`src/rtl/pmod_input_conditioner.sv`:
```
// pmod_input_conditioner
// Front-end for the nibble accumulator. Each raw PMOD button is synchronized,
// debounced on a slow tick and turned into one-cycle press/release pulses.
// The data nibble is captured when a press of the "add" button is accepted.
// Optional build macro: PMOD_AUTO_REPEAT_EN adds auto-repeat of the add press
// while that button is held.
module pmod_input_conditioner #(
  parameter int TICK_DIV           = 12000,
  parameter int DEBOUNCE_TICKS     = 10,
  parameter int NBTN               = 4,
  parameter int DW                 = 4,
  parameter int ADD_IDX            = 1,
  parameter int REPEAT_DELAY_TICKS = 500,
  parameter int REPEAT_RATE_TICKS  = 100
) (
  input  logic            clk,
  input  logic            rst_n,
  input  logic [NBTN-1:0] btn_raw,
  input  logic [DW-1:0]   data_raw,
  output logic            tick,
  output logic [NBTN-1:0] btn_level,
  output logic [NBTN-1:0] btn_press,
  output logic [NBTN-1:0] btn_release,
  output logic [DW-1:0]   data_q,
  output logic            data_valid
);

  localparam int PW = (TICK_DIV > 2) ? $clog2(TICK_DIV) : 1;
  localparam int CW = (DEBOUNCE_TICKS > 1) ? $clog2(DEBOUNCE_TICKS + 1) : 1;
  localparam logic [PW-1:0] PS_LAST  = PW'(TICK_DIV - 1);
  localparam logic [CW-1:0] CNT_DONE = CW'(DEBOUNCE_TICKS);
  localparam logic [CW-1:0] CNT_LAST = CW'(DEBOUNCE_TICKS - 1);

  // Elaboration-time parameter sanity checks.
  if (TICK_DIV < 2) begin : g_bad_tick_div
    $error("TICK_DIV must be >= 2");
  end
  if (DEBOUNCE_TICKS < 1) begin : g_bad_debounce
    $error("DEBOUNCE_TICKS must be >= 1");
  end
  if ((ADD_IDX < 0) || (ADD_IDX >= NBTN)) begin : g_bad_add_idx
    $error("ADD_IDX must index a button");
  end
  if ((REPEAT_DELAY_TICKS < 1) || (REPEAT_RATE_TICKS < 1)) begin : g_bad_repeat
    $error("repeat tick counts must be >= 1");
  end

  typedef enum logic [1:0] {
    STABLE_LO = 2'd0,
    PEND_HI   = 2'd1,
    STABLE_HI = 2'd2,
    PEND_LO   = 2'd3
  } db_state_t;

  logic [NBTN-1:0] btn_sync_p0, btn_sync_p1;
  logic [DW-1:0]   data_sync_p0, data_sync_p1;
  logic [PW-1:0]   ps_cnt;

  db_state_t       state     [NBTN];
  db_state_t       state_nxt [NBTN];
  logic [CW-1:0]   cnt       [NBTN];
  logic [CW-1:0]   cnt_nxt   [NBTN];
  logic [NBTN-1:0] level_nxt, press_nxt, release_nxt;
  logic [NBTN-1:0] rpt_vec;
  logic            rpt_fire;
  logic            capture;

  // ---- stage p0/p1: two-flop synchronizers for buttons and data pins ----
  // Metastability guard: raw pins land in p0, the settled value is p1.
  always_ff @(posedge clk or negedge rst_n) begin
    if (!rst_n) begin
      btn_sync_p0  <= '0;
      btn_sync_p1  <= '0;
      data_sync_p0 <= '0;
      data_sync_p1 <= '0;
    end else begin
      btn_sync_p0  <= btn_raw;
      btn_sync_p1  <= btn_sync_p0;
      data_sync_p0 <= data_raw;
      data_sync_p1 <= data_sync_p0;
    end
  end

  // Prescaler: tick is registered, so it is high for the clk after the count hits its last value.
  always_ff @(posedge clk or negedge rst_n) begin
    if (!rst_n) begin
      ps_cnt <= '0;
      tick   <= 1'b0;
    end else if (ps_cnt == PS_LAST) begin
      ps_cnt <= '0;
      tick   <= 1'b1;
    end else begin
      ps_cnt <= ps_cnt + 1'b1;
      tick   <= 1'b0;
    end
  end

  // Debounce next-state: a new level must survive DEBOUNCE_TICKS ticks without a single bounce.
  always_comb begin
    level_nxt   = '0;
    press_nxt   = '0;
    release_nxt = '0;
    for (int i = 0; i < NBTN; i++) begin
      state_nxt[i] = state[i];
      cnt_nxt[i]   = cnt[i];
      case (state[i])
        STABLE_LO: begin
          if (btn_sync_p1[i]) begin
            state_nxt[i] = PEND_HI;
            cnt_nxt[i]   = '0;
          end
        end
        PEND_HI: begin
          if (!btn_sync_p1[i]) begin
            state_nxt[i] = STABLE_LO;
          end else if (tick) begin
            if (cnt[i] >= CNT_LAST) begin
              state_nxt[i] = STABLE_HI;
              cnt_nxt[i]   = CNT_DONE;
            end else begin
              cnt_nxt[i] = cnt[i] + 1'b1;
            end
          end
        end
        STABLE_HI: begin
          if (!btn_sync_p1[i]) begin
            state_nxt[i] = PEND_LO;
            cnt_nxt[i]   = '0;
          end
        end
        PEND_LO: begin
          if (btn_sync_p1[i]) begin
            state_nxt[i] = STABLE_HI;
          end else if (tick) begin
            if (cnt[i] >= CNT_LAST) begin
              state_nxt[i] = STABLE_LO;
              cnt_nxt[i]   = CNT_DONE;
            end else begin
              cnt_nxt[i] = cnt[i] + 1'b1;
            end
          end
        end
        default: state_nxt[i] = STABLE_LO;
      endcase
      level_nxt[i]   = (state_nxt[i] == STABLE_HI) || (state_nxt[i] == PEND_LO);
      press_nxt[i]   = (state[i] == PEND_HI) && (state_nxt[i] == STABLE_HI);
      release_nxt[i] = (state[i] == PEND_LO) && (state_nxt[i] == STABLE_LO);
    end
  end

  // Debounce state and saturating tick counters.
  always_ff @(posedge clk or negedge rst_n) begin
    if (!rst_n) begin
      for (int i = 0; i < NBTN; i++) begin
        state[i] <= STABLE_LO;
        cnt[i]   <= '0;
      end
    end else begin
      for (int i = 0; i < NBTN; i++) begin
        state[i] <= state_nxt[i];
        cnt[i]   <= cnt_nxt[i];
      end
    end
  end

`ifdef PMOD_AUTO_REPEAT_EN
  localparam int RPT_MAX = (REPEAT_DELAY_TICKS > REPEAT_RATE_TICKS) ?
                           REPEAT_DELAY_TICKS : REPEAT_RATE_TICKS;
  localparam int RW = $clog2(RPT_MAX + 1);

  logic [RW-1:0] rpt_cnt;
  logic          rpt_first;
  logic [RW-1:0] rpt_target;

  assign rpt_target = rpt_first ? RW'(REPEAT_DELAY_TICKS) : RW'(REPEAT_RATE_TICKS);
  // A repeat is only emitted if the button is still held after this edge.
  assign rpt_fire   = (state[ADD_IDX] == STABLE_HI) && (state_nxt[ADD_IDX] == STABLE_HI) &&
                      tick && ((rpt_cnt + 1'b1) == rpt_target);

  // Repeat timer: long initial delay, then the shorter rate; cleared whenever the hold ends.
  always_ff @(posedge clk or negedge rst_n) begin
    if (!rst_n) begin
      rpt_cnt   <= '0;
      rpt_first <= 1'b1;
    end else if (state[ADD_IDX] != STABLE_HI) begin
      rpt_cnt   <= '0;
      rpt_first <= 1'b1;
    end else if (rpt_fire) begin
      rpt_cnt   <= '0;
      rpt_first <= 1'b0;
    end else if (tick) begin
      rpt_cnt <= rpt_cnt + 1'b1;
    end
  end
`else
  assign rpt_fire = 1'b0;
`endif

  // Route a repeat onto the add button's press lane.
  always_comb begin
    rpt_vec          = '0;
    rpt_vec[ADD_IDX] = rpt_fire;
  end

  assign capture = press_nxt[ADD_IDX] | rpt_fire;

  // ---- stage p2: registered levels, pulses and data capture ----
  // Data is taken from the same synchronized sample that decided the press.
  always_ff @(posedge clk or negedge rst_n) begin
    if (!rst_n) begin
      btn_level   <= '0;
      btn_press   <= '0;
      btn_release <= '0;
      data_q      <= '0;
      data_valid  <= 1'b0;
    end else begin
      btn_level   <= level_nxt;
      btn_press   <= press_nxt | rpt_vec;
      btn_release <= release_nxt;
      data_valid  <= capture;
      if (capture) begin
        data_q <= data_sync_p1;
      end
    end
  end

endmodule

```
`config.mk`:
```
export PLATFORM = sky130hd
export DESIGN_NAME = pmod_input_conditioner
export DESIGN_NICKNAME = d
export VERILOG_FILES = /design/src/rtl/pmod_input_conditioner.sv
export SDC_FILE = /design/constraint.sdc
export NUM_CORES = 1
export LEC_CHECK = 0
export CAP_MARGIN = 20
export CORE_ASPECT_RATIO = 1.75
export CORE_MARGIN = 10
export CORE_UTILIZATION = 50
export DETAILED_ROUTE_END_ITERATION = 10
export PLACE_DENSITY_LB_ADDON = 0.3
export SYNTH_ARGS = -nofsm -noshare
export SYNTH_HDL_FRONTEND = slang
export SYNTH_SLANG_ARGS = --single-unit
```
`constraint.sdc`:
```
create_clock -name clk -period 5.8 [get_ports clk]
set_input_delay 1.16 -clock clk [delete_from_list [all_inputs] [get_ports clk]]
set_output_delay 1.16 -clock clk [all_outputs]
set_load 0.005 [all_outputs]
```
==> impl_metrics.ini <==
[worst_setup_path]
crit_type = flip-flop to primary output
crit_fanout = 19
worst_path_max_delay_cell = dfrtp_1
critPathArrivalTime_ns = 1.67
critPathMaxStageDelay_ns = 0.70
worst_setup_path_end_kind = primary output
crit_buf_inv = 1
crit_path_start_kind = flip-flop
critical-path-top-delay-family = flip-flops
cp_data_required_time_ns = 4.64
path_cells = clkdlybuf4s50_1

[cts]
post-cts-setup-buffer-count = 0
path_clk_slew_ns = 0.07
ctsResizeCount = 0
clk_latency_ns = 0.34
clock_sinks = 67
htree_levels = 3
cts-buffers-inserted = 9
ctsHoldBuffers = 0
clock_path_buffers = 2
clock-root-buffer = clkbuf_8
tritoncts = yes

[finish]
layout.cells.non_filler = 354
antenna_cells = 0
fin_nets = 299
final_util_pct = 60.2
syn_to_final_growth_pct = 16.0
drive_above_1_share_pct = 10.4

[logic_synthesis]
synth_top_area_share_pct = 57.8
yosys.area_share.adder_pct = 5.61
synthMostInstantiatedCell = dfrtp_1
synthMuxAreaShare_pct = 3.84
synth_seq_cells = 67
seq_area_frac_synth_pct = 57.8
syn-cell-area_um2 = 2900
syn_nets = 270
synthTopCellsByCount = dfrtp_1, nor2_1, nand3_1
yosysUniqueCellTypes = 42
synth_async_sr_flop_share_pct = 100
synthSimpleGateAreaFrac_pct = 15.2
synth_warnings = 0
synth_edf_count = 0
synth_compound_area_share_pct = 9.41
syn_inst = 247
syn_avg_cell_area_um2 = 11.7
synthXorXnorAreaFrac_pct = 4.23
synth_top_cell_by_area = dfrtp_1
synth_top_family_by_area = simple AND/OR/NAND/NOR gates
ys.flop_type = dfrtp_1
ys_top_cells_by_area = dfrtp_1, ha_1, mux2_2

[route]
viasPerCell = 5.31
ant_nets = 0
num_vias = 1881
firstDrtPassIters = 4
finalWirelength_um = 5100
drtIter0Drc = 135
drc = 0
routedWlPerCell_um = 14.4

[die]
design.die.area_um2 = 9360
fp.dieW_um = 77.6
rows = 36
coreArea_um2 = 5590
start_util_pct = 51.9
die_h_um = 121
boundaryPins = 28

[placement]
numPortBuffers = 27
place_ws_ns = 3.34
gp_congestion = 0.829
dp_hpwl_um = 3640
dpl.cell_count = 341

[sta]
final_max_slew_viol_count = 0
hold_viol_final = 0
timing.final.ws_setup_ns = 2.97
min_period_ns = 2.83
clock_skew_ns = 0.00700
fin_crit_sh_pct = 48.9
tightestPinTransition_ns = 0.813
maxSlewHeadroom_pct = 45.8
fin_tns_setup_ns = 0
fmax_mhz = 353
finalSetupViolations = 0
grt_setup_unrepaired = no

[power_and_ir_drop]
power_density_nw_per_um2 = 245
fin_total_pwr_uw = 823
ir_drop_uv = 161
p_leak_uw = 0.00152

[global_routing]
grt_pass1_vias = 2017
grt_max_degree = 68
antenna_found_initial = 0
gr-total-overflow = 0
grt_usage_pct = 12.1
grt_pass1_wl_um = 9070

[status]
outcome = finished clean

[worst_hold_path]
hold_path_class = flip-flop to flip-flop

[run]
cap_violations = 0
[cells by family after synthesis]
logic type	count (synthesis)
DFF	67
AOI/OAI and AO/OA	42
muxes	10
adders and majority gates	13
buffers and inverters	24
and+or+nand+nor	77
xor gates and xnor gates	14
[path summary, 6_finish.rpt]
kind / start / endpoint / slack (ns) / depth (start not counted)
worst max-delay path: tick / tick / 2.97 / 1
worst min-delay path: btn_sync_p0[3] / btn_sync_p1[3] / 0.35 / 0
worst max register to register: cnt[8] / data_q[3] / 3.79 / 6
worst min register to register: btn_sync_p0[3] / btn_sync_p1[3] / 0.35 / 0
max in group asynchronous: rst_n / data_q[0] / 4.27 / 2
min in group asynchronous: rst_n / cnt[2] / 0.99 / 2
[layout make-up]
type | count | area [um^2]
fill | 492 | 2220
clock inverter | 3 | 17.5
inverter | 14 | 52.6
multi-input combinational | 156 | 1110
tap | 76 | 95.1
sequential | 67 | 1680
timing repair buffer | 28 | 273
clock buffer | 10 | 138
[cells in the final DEF (no fill, tap or decap), types with 2 or more instances in the layout]
cell / n
o22a_1: 2
a21o_1: 2
a22o_1: 2
ha_1: 13
nor3_1: 5
nand3_1: 15
xor2_1: 5
dfrtp_1: 67
mux2_2: 9
clkdlybuf4s50_1: 26
o211ai_1: 2
clkbuf_8: 10
a21oi_1: 7
xnor2_1: 9
inv_1: 14
nor2b_1: 5
nand4_1: 3
clkinv_2: 2
nand2_1: 11
o21ai_0: 12
nor2_1: 19
a31oi_1: 4
nor3b_1: 7
o31ai_1: 3
o31a_1: 2
a41oi_1: 3
[state kept, by name, indices dropped and copies added (netlist names)]
register      count
data_sync_p1      4
btn_level         1
data_sync_p0      4
tick              1
state             7
cnt              16
data_q            4
ps_cnt           14
btn_release       4
btn_press         4
btn_sync_p0       4
btn_sync_p1       4
[metrics by stage]
| step | hold slack [ns] | cell area (um^2) |
|---|---|---|
| after floorplan | 0.331 | 2900 |
| after global placement | 0.333 | 3210 |
| after detailed placement | 0.335 | 3210 |
| after CTS | 0.349 | 3360 |
| after global routing | 0.355 | 3360 |
| final | 0.348 | 3360 |
[metal layers]
metal / share of wire [%] / up-vias / global-route usage, %
met3: 3.2 / 14 / 3.86
met4: 2.9 / 0 / 7.34
met1: 38 / 931 / 11.6
met2: 56 / 22 / 21.8
met5: 0 / - / 0
li1: - / 914 / -
[report_power, final]
group	total (uW)	switching (uW)	leakage [uW]	internal [uW]
clock	321	163	0.0000799	158
sequential	480	5.36	0.000876	474
combinational	21.8	13.3	0.000564	8.51
Power figures use the tool's default switching activity.
